File: config.mk
export PLATFORM = sky130hd
export DESIGN_NAME = mem_access_stage
export DESIGN_NICKNAME = d
export VERILOG_FILES = /design/src/rtl/mem_access_stage.sv
export SDC_FILE = /design/constraint.sdc
export NUM_CORES = 1
export LEC_CHECK = 0
export BUFFER_PORTS_ARGS = -buffer_cell sky130_fd_sc_hd__buf_2
export CAP_MARGIN = 20
export CORE_ASPECT_RATIO = 1.75
export CORE_MARGIN = 4
export CORE_UTILIZATION = 30
export CTS_CLUSTER_DIAMETER = 100
export CTS_CLUSTER_SIZE = 30
export DETAILED_ROUTE_END_ITERATION = 8
export GPL_TIMING_DRIVEN = 0
export SKIP_LAST_GASP = 1
export SLEW_MARGIN = 20
export SYNTH_ARGS = -nofsm -noshare
export SYNTH_HDL_FRONTEND = slang
export SYNTH_SLANG_ARGS = --single-unit
File: constraint.sdc
create_clock -name clk -period 4.1 [get_ports clk]
set_input_delay 0 -clock clk [delete_from_list [all_inputs] [get_ports clk]]
set_output_delay 0 -clock clk [all_outputs]
set_load 0.02 [all_outputs]
File: src/rtl/mem_access_stage.sv
// mem_access_stage: MEM stage turning loads/stores into dmem req/ack transactions; `DMEM_TIMEOUT_EN adds a BUSY timeout abort
module mem_access_stage #(
  parameter int DATA_W = 16,
  parameter int ADDR_W = 16,
  parameter int REG_AW = 4,
  parameter int TIMEOUT_CYCLES = 15
) (
  input  logic              clk,
  input  logic              rst,
  input  logic              in_valid,
  input  logic [DATA_W-1:0] alu_result,
  input  logic [DATA_W-1:0] rdata2,
  input  logic              mem_to_reg,
  input  logic              mem_wen,
  input  logic              reg_wen,
  input  logic [REG_AW-1:0] reg_waddr,
  output logic              stall,
  output logic              dmem_req,
  output logic              dmem_we,
  output logic [ADDR_W-1:0] dmem_addr,
  output logic [DATA_W-1:0] dmem_wdata,
  input  logic              dmem_ack,
  input  logic [DATA_W-1:0] dmem_rdata,
  output logic              wb_valid,
  output logic              wb_wen,
  output logic [REG_AW-1:0] wb_waddr,
  output logic [DATA_W-1:0] wb_data,
  output logic              mem_err
);
  typedef enum logic {IDLE, BUSY} state_t;
  state_t state_q, state_d;
  logic mem_op, busy, done, abort;
  logic req_q, req_d, we_q, we_d, ld_q, ld_d, rwen_q, rwen_d, wbv_q, wbv_d, wbw_q, wbw_d, err_q, err_d;
  logic [ADDR_W-1:0] addr_q, addr_d;
  logic [DATA_W-1:0] wdata_q, wdata_d, wbd_q, wbd_d;
  logic [REG_AW-1:0] rwaddr_q, rwaddr_d, wba_q, wba_d;
  assign mem_op = in_valid & (mem_to_reg | mem_wen);
  assign busy = state_q == BUSY;
  assign done = busy & dmem_ack;
`ifdef DMEM_TIMEOUT_EN
  logic [7:0] cnt_q, cnt_d;
  assign abort = busy & ~dmem_ack & (cnt_q == 8'(TIMEOUT_CYCLES - 1));
  // counter sits at zero in IDLE so it starts clean on every BUSY entry
  always_comb cnt_d = busy ? cnt_q + 8'd1 : 8'd0;
  // timeout counter register
  always_ff @(posedge clk) cnt_q <= rst ? 8'd0 : cnt_d;
`else
  assign abort = 1'b0;
`endif
  assign stall = (~busy & mem_op) | (busy & ~dmem_ack & ~abort);
  // state register
  always_ff @(posedge clk) state_q <= rst ? IDLE : state_d;
  // next state: issue a memory op from IDLE, leave BUSY on ack or timeout
  always_comb state_d = busy ? ((done | abort) ? IDLE : BUSY) : (mem_op ? BUSY : IDLE);
  // outputs: request fields are captured at issue and held; writeback is a bubble unless something completes
  always_comb begin
    req_d = req_q;
    we_d = we_q;
    addr_d = addr_q;
    wdata_d = wdata_q;
    ld_d = ld_q;
    rwen_d = rwen_q;
    rwaddr_d = rwaddr_q;
    wbv_d = 1'b0;
    wbw_d = 1'b0;
    wba_d = wba_q;
    wbd_d = wbd_q;
    err_d = abort;
    if (!busy && mem_op) begin
      req_d = 1'b1;
      we_d = mem_wen;
      addr_d = ADDR_W'(alu_result);
      wdata_d = rdata2;
      ld_d = mem_to_reg & ~mem_wen;
      rwen_d = reg_wen;
      rwaddr_d = reg_waddr;
    end else if (!busy && in_valid) begin
      wbv_d = 1'b1;
      wbw_d = reg_wen;
      wba_d = reg_waddr;
      wbd_d = alu_result;
    end else if (done || abort) begin
      req_d = 1'b0;
      wbv_d = done;
      wbw_d = done & rwen_q;
      wba_d = done ? rwaddr_q : wba_q;
      wbd_d = done ? (ld_q ? dmem_rdata : DATA_W'(addr_q)) : wbd_q;
    end
  end
  // pipeline and request registers; reset abandons any transaction in flight
  always_ff @(posedge clk) begin
    if (rst) begin
      req_q <= 1'b0;
      we_q <= 1'b0;
      addr_q <= '0;
      wdata_q <= '0;
      ld_q <= 1'b0;
      rwen_q <= 1'b0;
      rwaddr_q <= '0;
      wbv_q <= 1'b0;
      wbw_q <= 1'b0;
      wba_q <= '0;
      wbd_q <= '0;
      err_q <= 1'b0;
    end else begin
      req_q <= req_d;
      we_q <= we_d;
      addr_q <= addr_d;
      wdata_q <= wdata_d;
      ld_q <= ld_d;
      rwen_q <= rwen_d;
      rwaddr_q <= rwaddr_d;
      wbv_q <= wbv_d;
      wbw_q <= wbw_d;
      wba_q <= wba_d;
      wbd_q <= wbd_d;
      err_q <= err_d;
    end
  end
  assign dmem_req = req_q;
  assign dmem_we = we_q;
  assign dmem_addr = addr_q;
  assign dmem_wdata = wdata_q;
  assign wb_valid = wbv_q;
  assign wb_wen = wbw_q;
  assign wb_waddr = wba_q;
  assign wb_data = wbd_q;
  assign mem_err = err_q;
endmodule

Word-level counts from Yosys, hierarchy flattened
Index checks and enable logic that the tools add are counted.
{"block": "totals", "ff_bits": 63, "wordCells": 48}
{"block": "classes", "muxes": 15, "n_eq_ne": 1, "bitwise": 12, "reduce_logical": 8}
{"cell": "16-bit 2-to-1 mux", "n": 3}
{"cell": "1-bit 2-to-1 mux", "n": 10}
{"cell": "4-bit 2-to-1 mux", "n": 2}
{"cell": "1-bit bitwise AND", "n": 6}
{"cell": "1-bit NOT", "n": 4}
{"cell": "2-bit AND reduction", "n": 2}
{"cell": "2-bit nonzero test", "n": 2}
{"cell": "1-bit logical AND", "n": 2}
{"cell": "2-bit inequality test, second input constant", "n": 1}
{"cell": "1-bit bitwise OR", "n": 2}
{"cell": "2-bit OR reduction", "n": 1}
{"cell": "1-bit logical NOT", "n": 1}

Logic depth before layout (Yosys ltp)
Gate-level depths: netlist of the first run.
{"block": "logic_depth", "word_depth": 5, "ltp_mapped": 5, "mapped_depth_nobuf": 3}

Worst setup path before layout of the first run
Ideal clock, no wire load.
{"block": "synth_timing", "path_kind": "register to register", "startpoint": "register ld_q", "endpoint": "register wbd_q[10], in the netlist wb_data[10]", "setup_ns": 0.118, "arrival_ns": 1.202, "path_stages_with_launch": 6, "synth_period_minus_slack_ns": 1.321, "setup_slack_ns": 2.779, "path_cell_list": "dfxtp_1 > buf_2 > buf_2 > mux2_2 > mux2i_1 > o2bb2ai_1"}
{"block": "synth_via", "elab_chain_cells": 3}
{"item": "start, declared", "line_no": "33", "text": "logic req_q, req_d, we_q, we_d, ld_q, ld_d, rwen_q, rwen_d, wbv_q, wbv_d, wbw_q, wbw_d, err_q, err_d;"}
{"item": "start signal, assigned", "line_no": "110", "text": "ld_q <= ld_d;"}
{"item": "16-bit 2-to-1 mux", "line_no": "87", "text": "wbd_d = done ? (ld_q ? dmem_rdata : DATA_W'(addr_q)) : wbd_q;"}
{"item": "16-bit 2-to-1 mux", "line_no": "82", "text": "end else if (done || abort) begin"}
{"item": "16-bit 2-to-1 mux", "line_no": "77", "text": "end else if (!busy && in_valid) begin"}
{"item": "end signal, assigned", "line_no": "116", "text": "wbd_q <= wbd_d;"}
{"item": "end, declared", "line_no": "35", "text": "logic [DATA_W-1:0] wdata_q, wdata_d, wbd_q, wbd_d;"}
Every way passes these cells. The select of a mux whose other input is x is not followed.
A chain may end at the register's enable or synchronous reset.

Worst setup path in the final report of the first run
{"block": "layout_timing", "startpoint": "input port mem_wen", "endpoint": "register addr_q[3], in the netlist dmem_addr[3]"}
{"block": "layout_via", "elab_chain_cells": 3}
{"item": "start, declared", "line_no": "14", "text": "input logic mem_wen,"}
{"item": "1-bit bitwise OR", "line_no": "37", "text": "assign mem_op = in_valid & (mem_to_reg | mem_wen);"}
{"item": "1-bit bitwise AND", "line_no": "37"}
{"item": "1-bit logical AND", "line_no": "69", "text": "if (!busy && mem_op) begin"}
{"item": "end signal, assigned", "line_no": "108", "text": "addr_q <= addr_d;"}
{"item": "end, declared", "line_no": "34", "text": "logic [ADDR_W-1:0] addr_q, addr_d;"}
Every way passes these cells.

==> results of run 1 <==
==> cells in the mapped netlist, drive strengths merged, types with 4 or more instances <==
master	count	area, sq um
nand2	14	52.6
nand3	38	190
mux2	16	180
mux2i	16	160
o2bb2ai	16	140
buf	18	149
a311oi	4	35.0
o21ai	40	200
nor3	5	36.3
dfxtp	63	1260
clkbuf	11	41.3
a21oi	41	205
==> how the worst max path moves through the flow <==
stage	slack (ns)	end
after floorplan	2.78	wb_data[10]$_SDFFE_PP0P_
after global placement	2.52	wb_data[12]$_SDFFE_PP0P_
after detailed placement	2.47	wb_waddr[0]$_SDFFE_PP0P_
after CTS	2.44	dmem_addr[3]$_SDFFE_PP0P_
after global routing	2.28	dmem_addr[3]$_SDFFE_PP0P_
final	2.43	dmem_addr[3]$_SDFFE_PP0P_
==> report_power, final <==
group          leakage [nW]  total (W)  switching, W  internal [W]
clock network         0.156   0.000777      0.000260      0.000518
logic                  1.22   0.000305      0.000167      0.000138
registers             0.515   0.000668     0.0000191      0.000649
==> sequential cells by signal, indices dropped and copies added (netlist names) <==
register / flops
busy: 1
dmem_addr: 16
dmem_req: 1
dmem_wdata: 16
dmem_we: 1
ld_q: 1
rwaddr_q: 4
rwen_q: 1
wb_data: 16
wb_valid: 1
wb_waddr: 4
wb_wen: 1
==> area by class of cell <==
type                            instances  area share (%)
Sequential cell                        63            30.1
Buffer                                 29            4.53
Clock inverter                          3           0.954
Clock buffer                           13            6.44
Timing Repair Buffer                  154            23.0
Inverter                                2           0.179
Multi-Input combinational cell        201            31.2
Tap cell                              120            3.58
==> through the flow <==
| step | hold slack, ns | total power (W) | util [%] |
|---|---|---|---|
| final | 0.0460 | 0.00175 | 46.4 |
| after global routing | 0.0520 | 0.00183 | 46.4 |
| after CTS | 0.0284 | 0.00178 | 46.4 |
| after detailed placement | 0.259 | 0.000959 | 38.7 |
| after global placement | 0.254 | 0.000955 | 38.7 |
| after floorplan | 0.0966 | 0.000854 | - |
==> layout by cell type, fill, tap and decap left out, drive strengths merged, types with 2 or more instances in the layout <==
| master | n |
|---|---|
| a21oi | 41 |
| a311oi | 4 |
| buf | 133 |
| clkbuf | 24 |
| clkinv | 2 |
| dfxtp | 63 |
| dlygate4sd3 | 39 |
| inv | 2 |
| mux2 | 16 |
| mux2i | 16 |
| nand2 | 14 |
| nand3 | 38 |
| nor3 | 5 |
| o21ai | 40 |
| o2bb2ai | 16 |
==> kinds of logic (layout without fill, tap and decap cells) <==
family	after synthesis	count (layout)	synth area share, %
compound gates	103	103	21.9
buf+inv	31	201	7.14
flops	63	63	45.5
mux	32	32	12.3
other cells	1	1	0.135
simple gates	65	65	13.0
==> timing repair <==
action	CTS	global route
endpoints found under the hold margin	59	0
hold buffers	39	0
setup buffers	0	0
==> metal layers <==
layer	part of all wire [%]	wire length (um)	track usage, %
met2	53	4650	29.7
met4	2.0	171	6.67
met3	5.5	483	3.20
met1	39	3430	18.2
met5	0	0	0
==> worst reg2reg max path: stages (launching register included) <==
cell      delay [ns]
dfxtp_1         0.39
nand2b_4        0.21
buf_12          0.16
o21ai_0         0.55
a311oi_1        0.19
==> results, run 1 <==
- In this run the critical register-to-register path is launched from busy$_SDFF_PP0_.
- The final sum of negative setup slack is 0 ns.
- The clock-pin slew reported for the worst setup and hold paths after clock tree synthesis is 0.05 ns.
- The largest net degree at the start of global routing is 11.
- The count of nets left with antenna violations after detail routing is 0.
- The clock drives 63 sinks.
- The flop-to-flop setup slack is 2.45 ns.
- 0 antenna diodes ended up in the layout.
- Counting I/O delays and the setup requirement, the final critical path takes 1.67 ns.
- After floorplanning, the core was divided into 46 placement rows.
- The post-route clock period utilization is 40.6%.
- The core footprint is 0.00904 sq mm.
- The buffer and inverter count on the worst path is 3.
- In this run the most critical hold path is launched from rst.
- The path depth of the worst reg2reg path is 4.
- The final instance area is 0.00420 sq mm.
- The number of antenna violations at the first check in global routing is 0.
- The number of standard cells in the final layout excluding fillers is 585.
- The aggregate global routing overflow is 0.
- The average wire per standard cell is 14.9 um.
- Counting buffers and inverters, the worst setup path is 6 cells deep.
- The flow ran to the end, and the final reports show no timing, DRC or antenna violations.
- For the worst setup path, the data required time is 4.35 ns.
- The number of flops mapped to enable cells by yosys is 0.
- The timing-limited maximum frequency is 600 MHz.
- Grouping stages by cell kind, the critical path spends the most delay in buffers and inverters.
- The clock passes through at most 2 buffers.
- The number of global-route vias before repair is 2803.
- For hold timing, the worst endpoint is wb_data[2]$_SDFFE_PP0P_.
- The die outline area is 0.0109 sq mm.
- Of the cells placed in the final design, the portion with a size suffix greater than 1 is 36.6%.
- Counting instances, the worst hold path has a depth of 3.
- The TritonCTS clock tree is built.
- The die is 80.6 um wide.
- The buffer type at the clock tree root is clkbuf_16.
- After technology mapping, the gate count stands at 295.
- The most used flip-flop cell after synthesis is dfxtp_1.
- The H-tree was split into 3 levels.
- The number of buffers inserted by port buffering is 115.
- The cell area that synthesis handed to floorplanning was 0.00277 sq mm.
- The count of nets after finishing is 519.
- The per-cell via count in the routed design is 4.78.
- In this run the static leakage power is 1.89 nW.
- The sum of net half-perimeters after detailed placement is 6.33 mm.
- For the pin with the worst max-slew slack, the measured transition is 0.659 ns.
- The worst min-delay path class is in -> reg.
- The pre-CTS setup slack is 2.47 ns.
- The synthesized design contains 63 register bits.
- The sequential cell area is 0.00126 sq mm.
- The critical path data arrival time is 1.92 ns.
- From bottom edge to top edge, the die measures 135 um.
- The largest driver fanout on the critical path is 10.
- The Yosys warning count is 0.
- The combined area of the multi-input logic cells is 0.00131 sq mm.
- In this run, distinct cell masters in the synthesized netlist total 29.
- The critical setup path kind is in -> reg.
- After clock tree synthesis, the repair step resized 0 gates.
- The routed via count is 2794.
- STA classifies the critical path startpoint as an input pin.
- The element type at the critical path end is a register.
- Global routing used 16.4% of the available tracks.
- Setup repair after global routing left no endpoint under its margin.
- In the post-route analysis, the smallest setup slack over all paths is 2.43 ns.
- The tool flagged a number of max-cap violations equal to 0.
- The synthesized area divided by synthesized cell count is 9.39 sq um.
- For the worst-skew pair, the clock arrives at the later sink with an insertion delay of 0.32 ns.
- The first global-routing pass estimated 13.8 mm of wire.
- The max-slew violation count was 0.
- The number of nets in the synthesized netlist is 354.
- Compared with the post-synthesis result, the final layout area differs by 51.5%.
- After synthesis, the share of flip-flops with an asynchronous set or reset is 0%.
- The largest clock skew in the final design is 0.00474 ns.
- For this run, the register share of the synthesized area comes to 45.5%.
- The length of the first detailed-routing pass in iterations is 5.
- The total CTS buffers is 9.
- During I/O placement, the number of pins put on the boundary was 117.
- After detailed routing, the number of remaining DRC violations is 0.
- In this run the critical register-to-register path is captured at wb_waddr[0]$_SDFFE_PP0P_.
- For this design the ratio of total power to cell area is 417 mW/mm^2.
- Once placement completed, the tool counted placed cells totaling 530.
- The initial standard-cell utilization of the core is 30.6%.
- The routed wire length is 8.74 mm.
- Fill cells in the final layout number 886.
- The congestion estimate from routability-driven global placement came to 0.779.
- Tracing the worst setup path back leads to its startpoint at mem_wen.
- For this block, the initial DRC count from the detailed router was 121.
- The cell type of the slowest stage on the worst timing path is dlygate4sd3_1.
- The hold violation total from the final report is 0.
- IR analysis of the VDD net gives a maximum drop of 0.254 mV.
- The critical path goes through dlygate4sd3_1 > buf_2 > nor2_1 > clkbuf_1 > o21ai_0 > a21oi_1.
- The remaining max-slew budget at the tightest pin is 55.6%.
- Setup violations remaining at the end of the flow were counted as 0.
- The instance area after placement is 0.00349 sq mm.
- The largest single stage delay on the critical path is 0.54 ns.
(Power assumes the default switching activity.)
==> run 2, diff against run 1 <==
==> constraint.sdc (replaced) <==
create_clock -name clk -period 1.7 [get_ports clk]
set_input_delay 0 -clock clk [delete_from_list [all_inputs] [get_ports clk]]
set_output_delay 0 -clock clk [all_outputs]
set_load 0.02 [all_outputs]
==> results, run 2 (same netlist as run 1, synthesis figures left out) <==
- The run finished with clean final reports.
- The share of total power in the clock network is 44.3%.
- The largest net degree at the start of global routing is 11.
- The hold violation total from the final report is 0.
- The count of routing violations after the opening detailed-route iteration is 125.
- The count of inserted antenna diode cells is 0.
- In this run the worst hold path is classified as in -> reg.
- The clock sink count is 63.
- The number of rows created at floorplan is 46.
- For this design the ratio of total power to cell area is 1000 mW/mm^2.
- The combined area of the multi-input logic cells is 0.00132 sq mm.
- The share of total power dissipated in sequential elements is 38.2%.
- The count of nets after finishing is 521.
- For this design the static power due to leakage is 1.90 nW.
- In the layout the commonest cells are 123 x buf_2, 63 x dfxtp_1, 41 x a21oi_1.
- Summing all placed instances gives a cell area of 0.00349 sq mm.
- TritonCTS built the clock tree.
- The element type at the critical path end is an output pin.
- The data required time at the worst endpoint is 1.70 ns.
- The die is 135 um tall.
- Static timing analysis puts the maximum clock frequency at 635 MHz.
- The cell type of the slowest stage on the worst timing path is dlygate4sd3_1.
- The final critical path takes up 92.6% of the cycle.
- The die outline area is 0.0109 sq mm.
- The tool flagged a number of max-cap violations equal to 0.
- For this run, the detailed router's first-pass iteration total came to 4.
- Global routing used 16.4% of the available tracks.
- The aggregate global routing overflow is 0.
- The per-cell via count in the routed design is 4.77.
- The startpoint identified for the worst register-to-register timing path is ld_q$_SDFFE_PP0P_.
- On the worst path, the slowest cell contributes a delay of 0.55 ns.
- Setup violations remaining at the end of the flow were counted as 0.
- Net switching is 25.3% of the power.
- The number of standard cells in the final layout excluding fillers is 587.
- The utilization of the core after routing is 46.7%.
- The critical path goes through dlygate4sd3_1 > buf_2 > or2_2 > buf_2 > nand2_2 > nand2_1 > buf_2.
- The final instance area is 0.00422 sq mm.
- The number of buffers inserted by port buffering is 115.
- The max-slew violation count came to 0.
- In the final layout, flip-flops and latches occupy 0.00126 sq mm.
- The portion of total power attributed to combinational logic is 17.5%.
- The largest voltage drop on the vdd net is 0.604 mV.
- The origin of the worst setup path is mem_wen.
- Including well taps, the total number of placed cells is 530.
- The routed via count is 2800.
- Once detail routing completed, the nets flagged for antenna violations numbered 0.
- The wire-length estimate of the detail-placed layout is 6.33 mm.
- Summed over all layers, the routed wires come to 8.75 mm.
- The remaining routing DRC violations is 0.
- The core region is 0.00904 sq mm.
- The number of clock buffers added by TritonCTS is 9.
- The buffer type at the clock tree root is clkbuf_16.
- For the worst-skew pair, the clock arrives at the later sink with an insertion delay of 0.32 ns.
- The tightest hold path in the finished design has a slack of 0.0488 ns.
- The area growth from synthesis to layout is 52.3%.
- The commonest non-fill, non-tap cell in the layout is buf_2.
- The CTS H-tree depth is 3.
- At the end of routability-driven placement, the weighted congestion stood at 0.779.
- The number of global-route vias before repair is 2803.
- In this run the worst path has a maximum fanout of 10.
- From left edge to right edge, the die measures 80.6 um.
- After clock tree synthesis, the clock-pin slew on the worst setup and hold paths is 0.05 ns.
- Adding up every negative setup slack in the final design gives 0 ns.
- Summed over all nets, the switching power comes to 0.00107 W.
- The number of filler cells placed in the layout is 882.
- The internal portion of the total power is 0.00315 W.
- By startpoint and endpoint, the worst setup path is classified as in -> out.
- The first global-routing pass estimated 13.8 mm of wire.
- Cells with a size suffix above 1 make up 37.3% of the layout.
- The routed design could run at a clock period as short as 1.57 ns.
- Across the routed clock network, the largest skew measured is 0.00484 ns.
- The number of antenna violations at the first check in global routing is 0.
- The most numerous cell type found on the critical path is buf_2.
- The clock passes through at most 2 buffers.
- The worst setup path is launched from an input pin.
- The number of top-level pins is 117.
- The average wire per standard cell is 14.9 um.
- Setup repair after global routing left no endpoint under its margin.
- The source of the worst hold timing path is rst.
- For this configuration, the core starts out at a cell density of 30.6%.
- Data on the critical path arrives at its endpoint at 1.57 ns.
-- run 2: cell types whose count changed in the layout (fill, tap and decap cells not counted), sizes merged --
cell / delta
buf: +1
clkbuf: +1
-- run 2: final timing paths --
| path | endpoint | slack, ns | cells after the start |
|---|---|---|---|
| min | wb_data[2]$_SDFFE_PP0P_ | 0.05 | 3 |
| min reg2reg | wb_data[4]$_SDFFE_PP0P_ | 0.46 | 1 |
| max reg2reg | wb_data[12]$_SDFFE_PP0P_ | 0.16 | 5 |
| max | stall | 0.13 | 7 |
-- run 2: area by class of cell --
class / instances / area share [%]
plain buffers: 29 / 4.57
multi-input cells: 201 / 31.2
inverters: 2 / 0.178
well taps: 120 / 3.56
clock inverters: 3 / 0.949
clock buffers: 13 / 6.41
flip-flops and latches: 63 / 29.9
repair buffers: 156 / 23.3
-- run 2: layer usage --
metal	share of wire, %	up-vias	track usage, %
li1	-	1410	-
met5	0	-	0
met4	1.2	0	6.67
met3	5.4	7	3.20
met1	39	1306	18.2
met2	54	77	29.7
-- run 2: what timing repair did --
item / in CTS / in global routing
setup endpoints to repair: 0 / 34
hold buffers: 39 / 0
resized for setup: 0 / 4
setup buffers: 0 / 2
endpoints found under the hold margin: 59 / 0
-- run 2: power groups by stage --
stage	Clock, W	Combinational (W)	Sequential (W)
after global placement	0	0.000664	0.00164
after global routing	0.00200	0.000808	0.00162
after floorplan	0	0.000329	0.00173
after CTS	0.00193	0.000744	0.00161
after detailed placement	0	0.000672	0.00164
final	0.00187	0.000740	0.00161
-- run 2: worst max-delay path: cells and delay by family --
family        cells  cell delay (ns)
buf+inv           4             1.08
simple gates      3             0.50
-- run 2: per-stage QoR --
stage,power (W),setup slack (ns)
6_report,0.00422,0.126
3_3_place_gp,0.00230,0.116
5_1_grt,0.00442,0.0214
2_1_floorplan,0.00206,0.379
4_1_cts,0.00428,0.0353
3_5_place_dp,0.00231,0.0726
